## config.mk

```make
export PLATFORM = sky130hd
export DESIGN_NAME = arm_instr_encoder
export DESIGN_NICKNAME = d
export VERILOG_FILES = /design/src/rtl/arm_instr_encoder.sv
export SDC_FILE = /design/constraint.sdc
export NUM_CORES = 1
export LEC_CHECK = 0
export ABC_CLOCK_PERIOD_IN_PS = 5000
export CAP_MARGIN = 30
export CORE_ASPECT_RATIO = 0.9
export CORE_MARGIN = 4
export CORE_UTILIZATION = 35
export CTS_BUF_LIST = sky130_fd_sc_hd__clkbuf_8
export DETAILED_ROUTE_END_ITERATION = 10
export GPL_TIMING_DRIVEN = 0
export SLEW_MARGIN = 30
export SYNTH_ARGS = -nofsm -noshare
export SYNTH_HDL_FRONTEND = slang
export SYNTH_SLANG_ARGS = --single-unit
```

## constraint.sdc

```tcl
create_clock -name clk -period 5 [get_ports clk]
set_clock_uncertainty 0.2 [all_clocks]
set_input_delay 0.75 -clock clk [delete_from_list [all_inputs] [get_ports clk]]
set_output_delay 0.75 -clock clk [all_outputs]
set_load 0.01 [all_outputs]
```

## src/rtl/arm_instr_encoder.sv

```systemverilog
// Packs structured operation requests into 32-bit ARM instruction words and streams them
// with sequential word addresses. Define ARM_ENCODER_CHECK_EN to reject illegal requests via err.
module arm_instr_encoder #(
    parameter int ADDR_W     = 8,
    parameter int BASE_ADDR  = 0,
    parameter int FIFO_DEPTH = 2
) (
    input  logic              clk,
    input  logic              reset,
    input  logic              start,
    input  logic              in_valid,
    output logic              in_ready,
    input  logic [1:0]        kind,
    input  logic [3:0]        cond,
    input  logic [3:0]        cmd,
    input  logic              s,
    input  logic              link,
    input  logic [3:0]        rn,
    input  logic [3:0]        rd,
    input  logic [3:0]        rm,
    input  logic [3:0]        rs,
    input  logic [3:0]        rot,
    input  logic [7:0]        imm8,
    input  logic [4:0]        shamt,
    input  logic [1:0]        sh,
    input  logic [23:0]       offset,
    output logic              out_valid,
    input  logic              out_ready,
    output logic [31:0]       out_instr,
    output logic [ADDR_W-1:0] out_addr,
    output logic              wrapped,
    output logic              err
);

    localparam int                PTR_W = $clog2(FIFO_DEPTH);
    localparam logic [PTR_W:0]    DEPTH = (PTR_W + 1)'(FIFO_DEPTH);
    localparam logic [ADDR_W-1:0] BASE  = ADDR_W'(BASE_ADDR);

    // Compare class always sets flags and discards Rd; MOV/MVN ignore Rn.
    function automatic logic [31:0] encode(
        input logic [1:0]  k,
        input logic [3:0]  c,
        input logic [3:0]  op,
        input logic        set_f,
        input logic        lnk,
        input logic [3:0]  n,
        input logic [3:0]  d,
        input logic [3:0]  m,
        input logic [3:0]  sreg,
        input logic [3:0]  r,
        input logic [7:0]  imm,
        input logic [4:0]  amt,
        input logic [1:0]  styp,
        input logic [23:0] ofs
    );
        logic       cmp_cls;
        logic       mov_cls;
        logic       s_eff;
        logic [3:0] rd_eff;
        logic [3:0] rn_eff;
        cmp_cls = (op[3:2] == 2'b10);
        mov_cls = op[3] & op[2] & op[0];
        s_eff   = cmp_cls ? 1'b1 : set_f;
        rd_eff  = cmp_cls ? 4'd0 : d;
        rn_eff  = mov_cls ? 4'd0 : n;
        unique case (k)
            2'b00:   encode = {c, 2'b00, 1'b1, op, s_eff, rn_eff, rd_eff, r, imm};
            2'b01:   encode = {c, 2'b00, 1'b0, op, s_eff, rn_eff, rd_eff, amt, styp, 1'b0, m};
            2'b10:   encode = {c, 3'b101, lnk, ofs};
            default: encode = {c, 6'b000000, 1'b0, set_f, d, 4'b0000, sreg, 4'b1001, m};
        endcase
    endfunction

`ifdef ARM_ENCODER_CHECK_EN
    function automatic logic illegal_req(
        input logic [1:0] k,
        input logic       set_f,
        input logic [3:0] d,
        input logic [3:0] m
    );
        if (k == 2'b11)
            illegal_req = (d == 4'd15) || (d == m) || (m == 4'd15);
        else if (k[1] == 1'b0)
            illegal_req = (d == 4'd15) && set_f;
        else
            illegal_req = 1'b0;
    endfunction
`endif

    logic [31:0]       fifo_q [FIFO_DEPTH];
    logic [PTR_W-1:0]  wr_ptr_q, wr_ptr_d;
    logic [PTR_W-1:0]  rd_ptr_q, rd_ptr_d;
    logic [PTR_W:0]    count_q, count_d;
    logic [ADDR_W-1:0] addr_q, addr_d;
    logic              wrapped_q, wrapped_d;
    logic              full;
    logic              accept;
    logic              push;
    logic              pop;
    logic              illegal;
    logic [31:0]       enc_word;

    assign full      = (count_q == DEPTH);
    assign out_valid = (count_q != '0);
    assign in_ready  = !full || (out_valid && out_ready);
    assign accept    = in_valid && in_ready && !start;
    assign push      = accept && !illegal;
    assign pop       = out_valid && out_ready && !start;

    assign enc_word = encode(kind, cond, cmd, s, link, rn, rd, rm, rs, rot, imm8, shamt, sh, offset);

    // Addresses are bound at emission: the head address advances only on an output handshake.
    always_comb begin
        wr_ptr_d  = wr_ptr_q;
        rd_ptr_d  = rd_ptr_q;
        count_d   = count_q;
        addr_d    = addr_q;
        wrapped_d = wrapped_q;
        if (start) begin
            wr_ptr_d  = '0;
            rd_ptr_d  = '0;
            count_d   = '0;
            addr_d    = BASE;
            wrapped_d = 1'b0;
        end else begin
            if (push)
                wr_ptr_d = wr_ptr_q + 1'b1;
            if (pop) begin
                rd_ptr_d = rd_ptr_q + 1'b1;
                addr_d   = addr_q + 1'b1;
                if (addr_q == '1)
                    wrapped_d = 1'b1;
            end
            case ({push, pop})
                2'b10:   count_d = count_q + 1'b1;
                2'b01:   count_d = count_q - 1'b1;
                default: count_d = count_q;
            endcase
        end
    end

    always_ff @(posedge clk or posedge reset) begin
        if (reset) begin
            wr_ptr_q  <= '0;
            rd_ptr_q  <= '0;
            count_q   <= '0;
            addr_q    <= BASE;
            wrapped_q <= 1'b0;
        end else begin
            wr_ptr_q  <= wr_ptr_d;
            rd_ptr_q  <= rd_ptr_d;
            count_q   <= count_d;
            addr_q    <= addr_d;
            wrapped_q <= wrapped_d;
        end
    end

    always_ff @(posedge clk) begin
        if (push)
            fifo_q[wr_ptr_q] <= enc_word;
    end

    // Storage is not reset, so the word is masked while the buffer is empty.
    assign out_instr = out_valid ? fifo_q[rd_ptr_q] : 32'h0;
    assign out_addr  = addr_q;
    assign wrapped   = wrapped_q;

`ifdef ARM_ENCODER_CHECK_EN
    logic err_q, err_d;

    assign illegal = illegal_req(kind, s, rd, rm);
    assign err_d   = accept && illegal;

    always_ff @(posedge clk or posedge reset) begin
        if (reset)
            err_q <= 1'b0;
        else
            err_q <= err_d;
    end

    assign err = err_q;
`else
    assign illegal = 1'b0;
    assign err     = 1'b0;
`endif

endmodule

```

* Word level (Yosys, flattened, before mapping) *
Memory sizes are Yosys's and may differ from the RTL's.
Cells that the tools add are included.

operators by class
  equal/unequal tests = 7
  muxes and demuxes = 18
  reductions and logical operators = 14
  bitwise operators = 2
  add/sub/neg operators = 5

operators by type and width
  kind                   number
  $pmux W28 S3           1
  $mux W32               1
  $mux W8                2
  $mux W1                10
  $add A8 B1 Y8 const B  1
  $eq A2 B2 Y1 const B   4
  $eq A8 B8 Y1 const B   1
  $mux W4                2
  $reduce_bool A2 Y1     4
  $eq A2 B1 Y1 const B   2
  $logic_and A1 B1 Y1    4
  $pmux W2 S2            1
  $reduce_bool A3 Y1     1
  $add A1 B1 Y1 const B  2
  $add A2 B1 Y2 const B  1
  $and A1 B1 Y1          2
  $logic_not A1 Y1       2
  $logic_not A2 Y1       1
  $mux W2                1
  $reduce_and A2 Y1      1
  $sub A2 B1 Y2 const B  1
  $logic_or A1 B1 Y1     1

word-level totals
  register bits after elaboration = 13
  bits of input ports = 76
  memory bits (writable) = 64
  memories kept = 1

memory list
  memory  depth  bits a word  rd ports  clocked after Yosys merged registers in  write ports  RTL line  RTL
  fifo_q  2      32           1         0                                        1            90        logic [31:0] fifo_q [FIFO_DEPTH];

* Logic depth before layout (Yosys ltp) *
Gate-level depths: netlist of the first run.

  depth in word-level cells = 8
  depth in mapped cells = 5
  gate-level depth less buffers = 4

* Least setup slack after synthesis of the first run *
OpenSTA, ideal clock, no wires.

  path type = input-to-reg
  start point = in out_ready
  end point = mem fifo_q[1][0], enable pin
  arrival = 3.309 ns
  cell stages on the path = 4
  path buffers = 0
  required time = 4.336 ns
  setup slack = 1.027 ns
  cells stage by stage = nor3b_1 inv_1 nand2_1 nor3b_1

between the ends
  word-level cells in the longest chain between the ends = 6

ends and longest elaborated chain
  item                               RTL line  RTL
  start, declared                    28        input logic out_ready,
  $logic_and A1 B1 Y1                105       assign in_ready = !full || (out_valid && out_ready);
  $logic_or A1 B1 Y1                 105
  via in_ready                       12        output logic in_ready,
  $logic_and A1 B1 Y1 (2 in series)  106       assign accept = in_valid && in_ready && !start;
  $mux W1                            159       if (push)
  $mux W1 (not written as such)      160       fifo_q[wr_ptr_q] <= enc_word;
  end, declared                      90

The timed path passes the listed nets, and every way through them passes these cells.

* Final worst setup path of the first run *
  start point = reg count_q[0]
  end point = out out_instr[20]

between the ends
  word-level cells in the longest chain between the ends = 2

ends and longest elaborated chain
  item                    RTL line  RTL
  start, declared         93        logic [PTR_W:0] count_q, count_d;
  start signal, assigned  152       count_q <= count_d;
  $reduce_bool A2 Y1      104       assign out_valid = (count_q != '0);
  $mux W32                164       assign out_instr = out_valid ? fifo_q[rd_ptr_q] : 32'h0;
  end, declared           29        output logic [31:0] out_instr,

Every way passes these cells.

==> key figures, run 1 <==
Route
  – Top routing layer in use: met4
  – Initial DRT Pass Iterations: 4
  – Met1 Wirelength: 3500 um
  – ANT nets after route: 0
  – Post-Route WL: 8420 um
  – Vias: 2649
  – Routed length per instance: 15.3 um
  – Met3 wire len: 749 um
  – DRC viols: 0
  – Drt initial violations: 67
  – Met2 wire length: 4060 um
  – Vias per inst: 4.80

Die
  – Die footprint: 11800 um2
  – Die width: 114 um
  – Num ports: 120
  – Initial Util: 0.363
  – Die height: 104 um
  – CORE AREA: 9780 um2
  – # rows: 34

Setup path
  – Worst R2R Start: count_q[1]
  – Worst flop-to-flop path endpoint: fifo_q[1][9]
  – Crit-path cells: buf_2, nor2_1, clkbuf_1, nor2_1, clkdlybuf4s50_1
  – Worst reg-to-reg path cell count: 7
  – Slowest library cell on the worst path: clkdlybuf4s50_1
  – Worst Path Class, Setup: flop to primary output
  – Most used cell, CP: nor2_1
  – CP arrival: 2.41 ns
  – Slowest stage delay, CP: 0.51 ns
  – CP max FO: 10
  – R2r setup slk: 2.87 ns
  – CP Capture Type: primary output
  – Setup crit start kind: flop
  – Critical path launch point: count_q[0]
  – WP data required: 4.05 ns

Cells and area
  – Fill cells: 889
  – Ratio of cells with drive above 1 in the final layout: 0.115
  – ANT cells: 0
  – Layout Nets: 498
  – Final cell utilization of the core: 0.527
  – Area grow syn2layout: 45.4%
  – Design area: 5160 um2

Timing
  – Slew @ Worst Pin: 0.560 ns
  – WHS: 0.304 ns
  – Maximum clock frequency: 298 MHz
  – Final Slew Violations: 0
  – Final period util: 0.672
  – Fin crit period: 3.36 ns
  – Final hold viol count: 0
  – Post-route setup slack: 1.64 ns
  – Relative slew margins: 0.623
  – Unrepaired setup endpoints after global routing: no
  – Setup Viol. Count Final: 0

Pwr
  – Pleak: 1.90 nW
  – VDD IR-drop max: 148 uV
  – P per Cell Area: 284 nW/um2

Clock network
  – Clk_lat worst skew: 0.34 ns
  – CTS buffer count: 9
  – Cts repair resizes: 0
  – Post-CTS Setup Bufs: 0
  – Hold-fix buffers, CTS: 0
  – CTS root buffer: clkbuf_8
  – Bufs on Longest Clock Path: 2
  – Htree depth: 3
  – Worst-path clk slew: 0.08 ns
  – CTS Sinks: 75
  – TritonCTS clock tree: done

Min path
  – Hold Path Depth: 2
  – Min-delay src: wrapped
  – WHS Endpoint: wrapped
  – Hold WC Path Type: flop to flop

Logic synthesis
  – Synth area leader: edfxtp_1
  – Register bit total from synthesis: 75
  – Synth warn: 0
  – Area contributors post-synth: edfxtp_1, mux2i_1, dfrtp_1
  – Mapped Avg Cell Area: 12.4 um2
  – Register area share after synthesis: 0.617
  – Async S/R FF share, synth: 0.173
  – Area fraction of the dominant cell type after synthesis: 0.525
  – Dominant cell by count in the synthesized netlist: edfxtp_1
  – Post-synthesis cell type count: 39
  – Synth top cells by count: edfxtp_1, mux2i_1, nor2_1
  – Number of enable flip-flop cells after synthesis: 62
  – Post-Syn Instances: 285
  – Post-synth top flop: edfxtp_1
  – Cell Area, Synth: 3550 um2

Place
  – I/O Buffers: 116
  – Pre-CTS setup slack: 1.79 ns
  – Routability Congestion: 0.719
  – DP Area: 4940 um2
  – Hpwl dp: 6360 um

Global route
  – GR Overflow Total: 0
  – Pin count of the biggest net entering global routing: 14
  – GRT Resource Usage Total: 0.146
  – Global-route wire length before repair: 13500 um
  – Vias in the first global route: 2817
  – Initial antenna violation count: 0

Run
  – Max Cap Viol: 0

Status
  – Status: finished clean
per-stage QoR:
stage / total power, W / cells / setup TNS [ns]
floorplan: 0.000842 / 286 / 0
global placement: 0.000976 / 528 / -65.77
detailed placement: 0.000982 / 536 / 0
CTS: 0.00148 / 552 / 0
global route: 0.00153 / 552 / 0
finish: 0.00146 / 552 / 0
cell type report:
type / count / area [um2] / area share
Sequential cell: 75 / 2190 / 0.424
Clock inverter: 7 / 92.6 / 0.0180
Clock buffer: 9 / 124 / 0.0240
Buffer: 19 / 88.8 / 0.0172
Inverter: 11 / 41.3 / 0.00801
Timing Repair Buffer: 124 / 1220 / 0.237
Multi-Input combinational cell: 181 / 1240 / 0.241
Tap cell: 126 / 158 / 0.0306
placed cells by master, fill, tap and decap left out, types with 3 or more instances in the layout:
master           instances
dfrtp_1                 13
inv_1                   11
nand2b_1                 3
a21oi_1                  9
o21ai_0                 18
clkbuf_8                 9
mux2_2                   5
nor2_1                  40
mux2i_1                 40
buf_2                    8
nand2_1                 22
clkbuf_1                 8
nor2b_1                  4
buf_4                   10
mux4_2                   4
a22o_1                   4
clkdlybuf4s50_1        116
edfxtp_1                62
where the power goes:
| part | total (W) | internal (W) | switching [W] |
|---|---|---|---|
| sequential | 0.000712 | 0.000706 | 0.00000603 |
| combinational | 0.000252 | 0.000139 | 0.000113 |
| clock | 0.000501 | 0.000279 | 0.000222 |
| total | 0.00146 | 0.00112 | 0.000341 |
routing by layer:
layer | GRT usage | vias to the layer above
met5 | 0 | -
li1 | - | 1299
met1 | 0.177 | 1248
met2 | 0.237 | 93
met4 | 0.0509 | 0
met3 | 0.0566 | 9
state kept, by name, indices dropped and copies added, names as in the netlist:
name,cells
wrapped,1
count_q,2
wr_ptr_q,1
rd_ptr_q,1
fifo_q,62
out_addr,8
worst max-delay path, delay by kind of cell, from the launching register on:
kind	cells	cell delay [ns]
buffers and inverters	3	1.16
and+or+nand+nor	2	0.54
DFF	1	0.36
kinds of logic (layout without fill, tap and decap cells):
kind of cell	after synthesis	after routing	synth area share
simple gates	86	86	0.112
flops	75	75	0.617
mux	49	49	0.154
compound gates	41	41	0.0712
buf+inv	30	170	0.0367
xor+xnor	2	2	0.00494
fa+ha+maj	1	1	0.00353
other cells	1	2	0.00106
worst max-delay path by stage:
stage / slack (ns) / cells past startpoint / to
floorplan: 1.03 / 4 / fifo_q[1][0]
global placement: -1.21 / 5 / fifo_q[1][17]
detailed placement: 1.79 / 4 / in_ready
CTS: 1.61 / 5 / out_instr[20]
global route: 1.49 / 5 / out_instr[20]
finish: 1.64 / 5 / out_instr[20]
(Power assumes the default switching activity.)
==> run 2: changes to the inputs <==
--- a/config.mk
+++ b/config.mk
@@ -5,7 +5,7 @@
 export SDC_FILE = /design/constraint.sdc
 export NUM_CORES = 1
 export LEC_CHECK = 0
-export ABC_CLOCK_PERIOD_IN_PS = 5000
+export ABC_CLOCK_PERIOD_IN_PS = 3300
 export CAP_MARGIN = 30
 export CORE_ASPECT_RATIO = 0.9
 export CORE_MARGIN = 4
==> constraint.sdc (replaced) <==
create_clock -name clk -period 3.3 [get_ports clk]
set_clock_uncertainty 0.2 [all_clocks]
set_input_delay 0.495 -clock clk [delete_from_list [all_inputs] [get_ports clk]]
set_output_delay 0.495 -clock clk [all_outputs]
set_load 0.01 [all_outputs]
==> run 2 against run 1 <==
Effect of this change:
- via count fell by 1.4%
- critical path type unchanged
- largest cell class unchanged
- die area did not move
- sequential share of layout area down 0.092 points
- combinational power grew 51%
- highest routed layer unchanged
- clock power rose by 57%
==> key figures, run 2 (same netlist as run 1, synthesis figures left out) <==
Route
  – Top routing layer in use: met4 (unchanged)
  – DRC viols: 0 (unchanged)
  – Met1 Wirelength: 3520 um (was 3500 um)
  – Vias: 2613 (was 2649)
  – Vias per inst: 4.77 (was 4.80)
  – Met3 wire len: 526 um (was 749 um)
  – Routed length per instance: 15.4 um (was 15.3 um)
  – Drt initial violations: 118 (was 67)
  – Met2 wire length: 4330 um (was 4060 um)
  – ANT nets after route: 0 (unchanged)
  – Post-Route WL: 8450 um (was 8420 um)
  – Initial DRT Pass Iterations: 4 (unchanged)

Run
  – Max Cap Viol: 0 (unchanged)

Setup path
  – CP max FO: 10 (unchanged)
  – CP arrival: 2.30 ns (was 2.41 ns)
  – Setup crit start kind: flop (unchanged)
  – CP Capture Type: primary output (unchanged)
  – Worst Path Class, Setup: flop to primary output (unchanged)
  – WP data required: 2.60 ns (was 4.05 ns)

Global route
  – Pin count of the biggest net entering global routing: 14 (unchanged)
  – Global-route wire length before repair: 13600 um (was 13500 um)
  – GR Overflow Total: 0 (unchanged)
  – Initial antenna violation count: 0 (unchanged)
  – Vias in the first global route: 2760 (was 2817)
  – GRT Resource Usage Total: 0.148 (was 0.146)

Cells and area
  – Biggest register: fifo_q (unchanged)
  – Area grow syn2layout: 45.7% (was 45.4%)
  – Most common cell after layout, fill and taps aside: clkdlybuf4s50_1 (unchanged)
  – Fill cells: 886 (was 889)
  – Area occupied by multi-input gates: 1260 um2 (was 1240 um2)
  – ANT cells: 0 (unchanged)
  – Number of flip-flops in the largest register: 62 (unchanged)
  – Ratio of cells with drive above 1 in the final layout: 0.107 (was 0.115)
  – Reg area: 2190 um2 (unchanged)
  – Commonest cells after routing, fill and taps aside: clkdlybuf4s50_1, edfxtp_1, mux2i_1, nor2_1, nand2_1 (unchanged)
  – Non-filler cells, final: 548 (was 552)
  – Layout Nets: 494 (was 498)

Min path
  – Hold WC Path Type: input port to async pin (was flop to flop)

Pwr
  – Clock Power Share: 0.350 (was 0.342)
  – Switch share: 0.224 (was 0.233)
  – Net Sw Power: 0.000504 W (was 0.000341 W)
  – Overall Power: 0.00225 W (was 0.00146 W)
  – Logic pwr share: 0.170 (was 0.172)
  – Int Power: 0.00174 W (was 0.00112 W)
  – Sequential fraction of design power: 0.480 (was 0.486)
  – P per Cell Area: 435 nW/um2 (was 284 nW/um2)
  – VDD IR-drop max: 270 uV (was 148 uV)
  – Pleak: 1.91 nW (was 1.90 nW)

Timing
  – Slew @ Worst Pin: 0.665 ns (was 0.560 ns)
  – Final Slew Violations: 0 (unchanged)
  – Setup Viol. Count Final: 0 (unchanged)
  – Fin crit period: 3.00 ns
  – Post-route setup slack: 0.301 ns (was 1.64 ns)
  – Unrepaired setup endpoints after global routing: no (unchanged)
  – Relative slew margins: 0.556 (was 0.623)
  – Maximum clock frequency: 333 MHz
  – Final period util: 0.909
  – Final hold viol count: 0 (unchanged)

Die
  – Initial Util: 0.363 (unchanged)
  – # rows: 34 (unchanged)
  – Die height: 104 um (unchanged)
  – Die footprint: 11800 um2 (unchanged)
  – Die width: 114 um (unchanged)
  – CORE AREA: 9780 um2 (unchanged)
  – Num ports: 120 (unchanged)

Place
  – Hpwl dp: 6500 um (was 6360 um)
  – Pre-CTS setup slack: 0.420 ns (was 1.79 ns)
  – I/O Buffers: 116 (unchanged)
  – Cell total after placement: 532 (was 536)
  – Routability Congestion: 0.774 (was 0.719)

Clock network
  – Bufs on Longest Clock Path: 2 (unchanged)
  – CTS Sinks: 75 (unchanged)
  – CTS buffer count: 9 (unchanged)
  – Htree depth: 3 (unchanged)
  – CTS root buffer: clkbuf_8 (unchanged)
  – Hold-fix buffers, CTS: 0 (unchanged)
  – TritonCTS clock tree: done (unchanged)
  – Post-CTS Setup Bufs: 0 (unchanged)
  – Clk_lat worst skew: 0.35 ns (was 0.34 ns)
  – Cts repair resizes: 0 (unchanged)
  – Worst-path clk slew: 0.08 ns (about the same)

Status
  – Status: finished clean (unchanged)
[run 2: power groups by stage]
stage	Sequential, W	Combinational [W]	Clock [W]
2_1_floorplan	0.00110	0.000177	0
3_3_place_gp	0.00110	0.000376	0
3_5_place_dp	0.00110	0.000389	0
4_1_cts	0.00108	0.000390	0.000802
5_1_grt	0.00108	0.000417	0.000843
6_report	0.00108	0.000381	0.000787
[run 2: worst max-delay path, stage by stage, from the launching register on]
cell             delay (ns)
dfrtp_1                0.36
buf_2                  0.17
nor2_1                 0.35
clkbuf_1               0.44
nor2_1                 0.12
clkdlybuf4s50_1        0.51
[run 2: per-stage QoR]
step / TNS (ns) / hold WS [ns] / area (um2) / util
3_5_place_dp: 0 / 0.285 / 4940 / 0.505
2_1_floorplan: 0 / 0.172 / 3560 / -
3_3_place_gp: -52.82 / 0.274 / 4880 / 0.499
5_1_grt: 0 / 0.298 / 5170 / 0.528
4_1_cts: 0 / 0.278 / 5170 / 0.528
6_report: 0 / 0.272 / 5170 / 0.528
[run 2: final timing paths]
path	startpoint	to	slack [ns]	cells past startpoint
worst max-delay path	count_q[0]	out_instr[10]	0.30	5
worst min-delay path	reset	out_addr[7]	0.27	2
worst max register to register	count_q[1]	fifo_q[1][27]	0.98	6
worst min register to register	wrapped	wrapped	0.30	2
max in group asynchronous	reset	out_addr[2]	2.27	2
min in group clk	wrapped	wrapped	0.30	2
[run 2: final cells by class]
type	count	share of cell area
clock inverters	5	0.0145
clock buffers	11	0.0293
plain buffers	19	0.0172
multi-input cells	181	0.243
repair buffers	120	0.234
well taps	126	0.0305
inverters	11	0.00799
flip-flops and latches	75	0.423
[run 2: per-layer routing]
layer	vias up	track usage
li1	1294	-
met1	1247	0.167
met2	66	0.260
met3	6	0.0589
met4	0	0.0356
met5	-	0
